<file path="config.mk">
export PLATFORM = sky130hd
export DESIGN_NAME = mac_feeder
export DESIGN_NICKNAME = d
export VERILOG_FILES = /design/src/rtl/mac_feeder_pkg.sv /design/src/rtl/mac_feeder.sv
export SDC_FILE = /design/constraint.sdc
export NUM_CORES = 1
export LEC_CHECK = 0
export ABC_CLOCK_PERIOD_IN_PS = 3200
export CAP_MARGIN = 10
export CORE_UTILIZATION = 43
export CTS_CLUSTER_SIZE = 20
export DETAILED_ROUTE_END_ITERATION = 10
export GPL_TIMING_DRIVEN = 0
export PLACE_DENSITY = 0.77
export SYNTH_ARGS = -nofsm -noshare
export SYNTH_HDL_FRONTEND = slang
export SYNTH_SLANG_ARGS = --single-unit
</file>
<file path="constraint.sdc">
create_clock -name clk -period 3.2 [get_ports clk]
set_input_delay 0.48 -clock clk [delete_from_list [all_inputs] [get_ports clk]]
set_output_delay 0.48 -clock clk [all_outputs]
set_load 0.02 [all_outputs]
</file>
<file path="src/rtl/mac_feeder_pkg.sv">
// Shared types and constants for the mac_feeder operand sequencer.
package mac_feeder_pkg;

  typedef enum logic [1:0] {
    IDLE  = 2'd0,
    ISSUE = 2'd1,
    WAIT  = 2'd2,
    DONE  = 2'd3
  } state_t;

  localparam int NUM_LANES = 4;
  localparam int CNT_W     = 4;

endpackage

</file>
<file path="src/rtl/mac_feeder.sv">
// Operand sequencer for the 4-lane MAC wrapper: issues one operand chunk per
// MAC pass, loops each returned psum back on c and presents the final psum.
module mac_feeder
  import mac_feeder_pkg::*;
#(
  parameter int bw      = 4,
  parameter int psum_bw = 16,
  parameter int mac_lat = 1,
  parameter int len_bw  = 8
) (
  input  logic                      clk,
  input  logic                      reset,
  input  logic                      start,
  input  logic [len_bw-1:0]         len,
  input  logic                      in_valid,
  output logic                      in_ready,
  input  logic [NUM_LANES*bw-1:0]   in_a,
  input  logic [NUM_LANES*bw-1:0]   in_b,
  output logic [bw-1:0]             a0,
  output logic [bw-1:0]             b0,
  output logic [bw-1:0]             a1,
  output logic [bw-1:0]             b1,
  output logic [bw-1:0]             a2,
  output logic [bw-1:0]             b2,
  output logic [bw-1:0]             a3,
  output logic [bw-1:0]             b3,
  output logic [psum_bw-1:0]        c,
  input  logic [psum_bw-1:0]        mac_out,
  output logic                      res_valid,
  input  logic                      res_ready,
  output logic [psum_bw-1:0]        res_data,
  output logic                      busy
);

  localparam logic [CNT_W-1:0] LAT = CNT_W'(mac_lat);

  state_t                    state_q, state_d;
  logic [CNT_W-1:0]          cnt_q;
  logic [len_bw-1:0]         count_q;
  logic [len_bw-1:0]         count_inc;
  logic [len_bw-1:0]         len_q;
  logic [psum_bw-1:0]        acc_q;
  logic [NUM_LANES*bw-1:0]   a_q, b_q;
  logic [psum_bw-1:0]        c_q;
  logic [psum_bw-1:0]        res_q;
  logic                      accept, capture, last;

  assign count_inc = count_q + 1'b1;

  always_comb begin
    state_d   = state_q;
    in_ready  = (state_q == ISSUE);
    res_valid = (state_q == DONE);
    busy      = (state_q != IDLE);
    accept    = (state_q == ISSUE) && in_valid;
    capture   = (state_q == WAIT) && (cnt_q == '0);
    last      = capture && (count_inc == len_q);
    case (state_q)
      IDLE:    if (start) state_d = (len != '0) ? ISSUE : DONE;
      ISSUE:   if (in_valid) state_d = WAIT;
      WAIT:    if (capture) state_d = last ? DONE : ISSUE;
      DONE:    if (res_ready) state_d = IDLE;
      default: state_d = IDLE;
    endcase
  end

  always_ff @(posedge clk or posedge reset) begin
    if (reset) begin
      state_q <= IDLE;
      cnt_q   <= '0;
      count_q <= '0;
      len_q   <= '0;
      acc_q   <= '0;
      a_q     <= '0;
      b_q     <= '0;
      c_q     <= '0;
      res_q   <= '0;
    end else begin
      state_q <= state_d;
      if (state_q == IDLE && start) begin
        len_q   <= len;
        acc_q   <= '0;
        count_q <= '0;
        if (len == '0) res_q <= '0;
      end
      // Issue stage: operands and running sum go out together.
      if (accept) begin
        a_q   <= in_a;
        b_q   <= in_b;
        c_q   <= acc_q;
        cnt_q <= LAT;
      end
      // Wait stage: count down the MAC latency, then take its result.
      if (state_q == WAIT) begin
        if (cnt_q != '0) begin
          cnt_q <= cnt_q - 1'b1;
        end else begin
          acc_q   <= mac_out;
          count_q <= count_inc;
          if (last) res_q <= mac_out;
        end
      end
    end
  end

  assign a0       = a_q[0*bw +: bw];
  assign a1       = a_q[1*bw +: bw];
  assign a2       = a_q[2*bw +: bw];
  assign a3       = a_q[3*bw +: bw];
  assign b0       = b_q[0*bw +: bw];
  assign b1       = b_q[1*bw +: bw];
  assign b2       = b_q[2*bw +: bw];
  assign b3       = b_q[3*bw +: bw];
  assign c        = c_q;
  assign res_data = res_q;

endmodule

</file>
; Word level (Yosys, flattened, before mapping)
; Cells that the tools add are included.
[totals]
out_inout_bits = 67
input_bits = 61
reg_bits = 102
word_cells = 51
[classes]
add_sub_neg = 2
eq_ne = 8
n_mux = 21
n_reduce_logical = 11
[op_table]
columns = cell, n
row1 = 16-bit two-way mux, 8
row2 = 8-bit two-way mux, 3
row3 = 2-bit two-way mux, 6
row4 = 4-bit two-way mux, 3
row5 = 8-bit by 1-bit adder with 8-bit output (second input constant), 1
row6 = 8-bit == test, 1
row7 = 8-bit logical NOT, 1
row8 = 2-bit case mux with 4 select lines, 1
row9 = 8-bit nonzero test, 1
row10 = 2-bit inequality test (second input constant), 3
row11 = 2-bit == test (second input constant), 2
row12 = 1-bit logical AND, 4
row13 = 4-bit logical NOT, 1
row14 = 4-bit AND reduction, 1
row15 = 4-bit nonzero test, 1
row16 = 4-bit by 1-bit subtractor with 4-bit output (second input constant), 1
row17 = 2-bit by 1-bit == test with 1-bit output (second input constant), 1
row18 = 2-bit logical NOT, 1
row19 = 2-bit by 1-bit inequality test with 1-bit output (second input constant), 1
row20 = 2-bit nonzero test, 1

; Depth between registers and ports, before layout
[logic_depth]
ltp_word = 6
ltp_mapped = 9
depth_no_buf = 7

; Worst setup path after synthesis
; Ideal clock, no wire load.
[synth_path]
path_type = register to register
startpoint = register cnt_q[0]
endpoint = register res_q[10] (netlist: res_data[10])
setup_ps = 123
n_path_buf = 2
arrival_time_ps = 1779
setup_slack_ps = 1299
required_ps = 3077
path_stages_with_launch = 10
period_less_slack_ps = 1901
path_cell_list = dfrtp_1 > inv_1 > ha_1 > nor3b_2 > nand2_2 > nor4_2 > o2111ai_1 > buf_6 > buf_12 > mux2i_1
[synth_via]
elab_chain_len = 6
elab_cells_between_ends = 7
cone_classes = mux: 3 / reduce/logical: 4
[synth_lines]
columns = item, line_no
row1 = "start, declared", mac_feeder.sv:38  ; logic [CNT_W-1:0] cnt_q;
row2 = "start signal, assigned", mac_feeder.sv:96  ; cnt_q <= cnt_q - 1'b1;
row3 = 4-bit logical NOT, mac_feeder.sv:56  ; capture = (state_q == WAIT) && (cnt_q == '0);
row4 = 1-bit logical AND, mac_feeder.sv:56
row5 = 1-bit logical AND, mac_feeder.sv:57  ; last = capture && (count_inc == len_q);
row6 = 16-bit two-way mux, mac_feeder.sv:100  ; if (last) res_q <= mac_out;
row7 = 16-bit two-way mux (*), mac_feeder.sv:95  ; if (cnt_q != '0) begin
row8 = 16-bit two-way mux (*), mac_feeder.sv:94  ; if (state_q == WAIT) begin
row9 = "end signal, assigned", mac_feeder.sv:100
row10 = "end, declared", mac_feeder.sv:45  ; logic [psum_bw-1:0] res_q;
; Mark *: on every way between the ends. The rest lies on a longest branch, timed or not.
; A chain may end at the register's enable or synchronous reset.

; Worst setup path after layout
[layout_path]
startpoint = register state_q[1]
endpoint = output busy
[layout_via]
elab_chain_len = 1
[layout_lines]
columns = item, line_no
row1 = "start, declared", mac_feeder.sv:37  ; state_t state_q, state_d;
row2 = "start signal, assigned", mac_feeder.sv:79  ; state_q <= state_d;
row3 = 2-bit nonzero test, mac_feeder.sv:54  ; busy = (state_q != IDLE);
row4 = "end, declared", mac_feeder.sv:32  ; output logic busy
; Every way passes these cells.

==> flow_summary_export.csv <==
group,metric,value,unit
drt,maxUsedRoutingLayer,"met4",
timing,min_period_over_period,70.9,%
timing,max_slew_margin,64.1,%
synth,seq_area_frac_synth,58.3,%
synth,async_reset_ff_share,100,%
global_route,grt_use_total,20.1,%
drt,drcViolationCount,0,
floorplanning,rows,36,
synth,synth_cells,459,
outcome,status,"finished clean",
clocking,clock_latency,360,ps
cells_and_area,layout-drive-gt1-share,5.47,%
placed_design,port_buffers,127,
synth,synthTopCellsByArea,"dfrtp_1, nand2_1, mux2i_1",
timing,grt_setup_unrepaired,"false",
placed_design,place_inst,720,
power,p_leak,0.00296,µW
drt,wl_met1,4490,µm
synth,synth_edf_count,0,
clocking,cts_htree_levels,3,
clocking,clock_sinks,102,
synth,netlist_area,4380,µm²
drt,wl_met3,779,µm
global_route,grt_max_degree,65,
worst_setup_path,reg2reg_slack,1030,ps
global_route,antenna_found_initial,0,
synth,yosys.area.top_type_share,58.3,%
cells_and_area,area_delta_synth_final,37.5,%
timing,setup_viol,0,
worst_hold_path,min_to,"c[4]",
synth,yosys_warnings,0,
synth,postSynthAreaPerCell,9.53,µm²
worst_hold_path,worstHoldPathCells,2,
drt,dr.pass1.iters,4,
drt,vias,3657,
timing,maxSlewViolCount,0,
worst_setup_path,crit_type,"reg -> out",
floorplanning,core_area,9820,µm²
worst_hold_path,min-delay-start,"acc_q[4]",
cells_and_area,fillers,878,
synth,ys_ff_latch,102,
worst_setup_path,r2r-end,"state_q[1]",
synth,synth_flop_cell,"dfrtp_1",
drt,wirelength,10300,µm
placed_design,place_hpwl,7670,µm
timing,postLayoutSetupSlackWorst,932,ps
clocking,clock-root-buffer,"clkbuf_8",
power,ir_worst_vdd,0.000351,V
clocking,cts.path.max_buffers,2,
placed_design,gp_congestion,0.928,
drt,wl_met2,4890,µm
timing,fmax,441,MHz
synth,synthMostInstantiatedCell,"nand2_1",
floorplanning,die-area,10600,µm²
drt,postRouteAntennaNets,0,
worst_hold_path,holdCritPathClass,"reg -> reg",
synth,yosys-top-cells-count,"nand2_1, dfrtp_1, o21ai_0",
timing,hold_viol_final,0,
timing,clock_skew,16.6,ps
clocking,cts_buffers,9,
worst_setup_path,worstPathMaxFanout,9,
job,maxCapViolCount,0,
drt,first_iter_violations,139,
cells_and_area,final_cells,736,
worst_setup_path,rr_worst_depth,9,
timing,fin_hold_ws,475,ps
synth,yosysTopAreaCell,"dfrtp_1",
clocking,cts_tree,"yes",
placed_design,place_ws,624,ps
floorplanning,top_level_ports,128,
drt,viasPerCell,4.97,
cells_and_area,seq_area,2550,µm²
worst_setup_path,r2r_start,"cnt_q[0]",
power,powerDensity,800,nW/µm²
clocking,clk_pin_slew,110,ps
floorplanning,die_y,103,µm
worst_setup_path,worstPathRequired,2720,ps
clocking,cts_setup_buffers,0,
timing,period_needed,2270,ps
worst_setup_path,cp-end-kind,"output pin",
clocking,cts-resized-gates,0,
timing,tightest_slew,539,ps
synth,syn_nets,522,
cells_and_area,fin_nets,661,
floorplanning,die-width,103,µm
cells_and_area,antennaDiodeCount,0,
worst_setup_path,arrival,1790,ps
global_route,grt_overflow_total,0,
global_route,grt_pass1_vias,3523,
drt,wl_per_cell,13.9,µm
worst_setup_path,crit_path_start_kind,"register",
synth,synth_cell_types,39,
cells_and_area,multi_input_area,1620,µm²
clocking,ctsHoldBuffers,0,
cells_and_area,postLayoutCoreUtil,61.3,%
floorplanning,initial_core_util,44.6,%
global_route,grt_first_pass_wirelength,16400,µm
==> area by class of cell <==
cell class                      count  share of cell area [%]
Buffer                             22                    1.98
Clock buffer                       11                    2.18
Clock inverter                      5                   0.728
Inverter                           22                    1.41
Multi-Input combinational cell    313                    26.9
Sequential cell                   102                    42.4
Tap cell                          133                    2.77
Timing Repair Buffer              128                    21.6
==> metrics by stage <==
stage	total power, µW	area, µm²	TNS (ps)
after floorplan	3170	4380	0
after global placement	4040	5810	-140180
after detailed placement	4120	5840	0
after CTS	4860	6020	0
after global routing	5170	6020	0
final	4820	6020	0
==> metal layers <==
layer,GRT usage (%),vias to the layer above
met5,0,-
met4,4.98,0
li1,-,1772
met2,33.9,118
met1,26.2,1755
met3,4.95,12
==> worst max-delay path, cell delays in order, from the launching register on <==
cell and delay [ps]:
dfrtp_1 370, buf_4 160, nor2_1 290, inv_1 80, clkdlybuf4s50_1 540
==> registers in the layout, indices dropped and copies added (netlist names) <==
signal / count
a_q: 16
acc_q: 16
b_q: 16
c: 16
res_data: 16
count_q: 8
len_q: 8
cnt_q: 4
state_q: 2
==> logic make-up after synthesis <==
logic type,count (synthesis),synth area share [%]
multiplexers,25,5.95
buffers and inverters,44,4.60
XOR/XNOR,12,2.40
AND/OR/NAND/NOR,226,21.7
flip-flops,102,58.3
adder cells (fa/ha/maj),2,0.572
AO/OA/AOI/OAI,48,6.41
==> where the power goes <==
group          switching (µW)  total [µW]  internal [µW]
clock network             443         737            294
logic                    1130        2090            963
registers                 283        1990           1710
total                    1850        4820           2960
==> worst max-delay path by stage <==
stage	slack [ps]	to	start	cells past startpoint
2_1_floorplan	40	a_q[0]	reset	1
3_3_place_gp	-1380	b_q[6]	reset	2
3_5_place_dp	620	b_q[4]	in_valid	7
4_1_cts	920	busy	state_q[1]	4
5_1_grt	800	b_q[1]	in_valid	7
6_report	930	busy	state_q[1]	4
==> placed cells by master, fill, tap and decap left out, types with 2 or more instances in the layout <==
cell type	n
nand2_1	171
clkdlybuf4s50_1	127
dfrtp_1	102
o21ai_0	27
inv_1	21
nand3_1	21
mux2i_1	17
clkbuf_1	16
nor2_1	9
clkbuf_8	9
mux2_2	8
a21oi_1	7
xor2_1	6
xnor2_1	6
nor2b_1	4
o31ai_1	4
nor4_1	4
buf_1	3
nand2b_1	3
nor3_1	3
and2_1	3
a22o_1	2
buf_6	2
and3_1	2
a211oi_1	2
ha_1	2
clkinvlp_4	2
No activity file was read; power rests on OpenSTA's default activity.
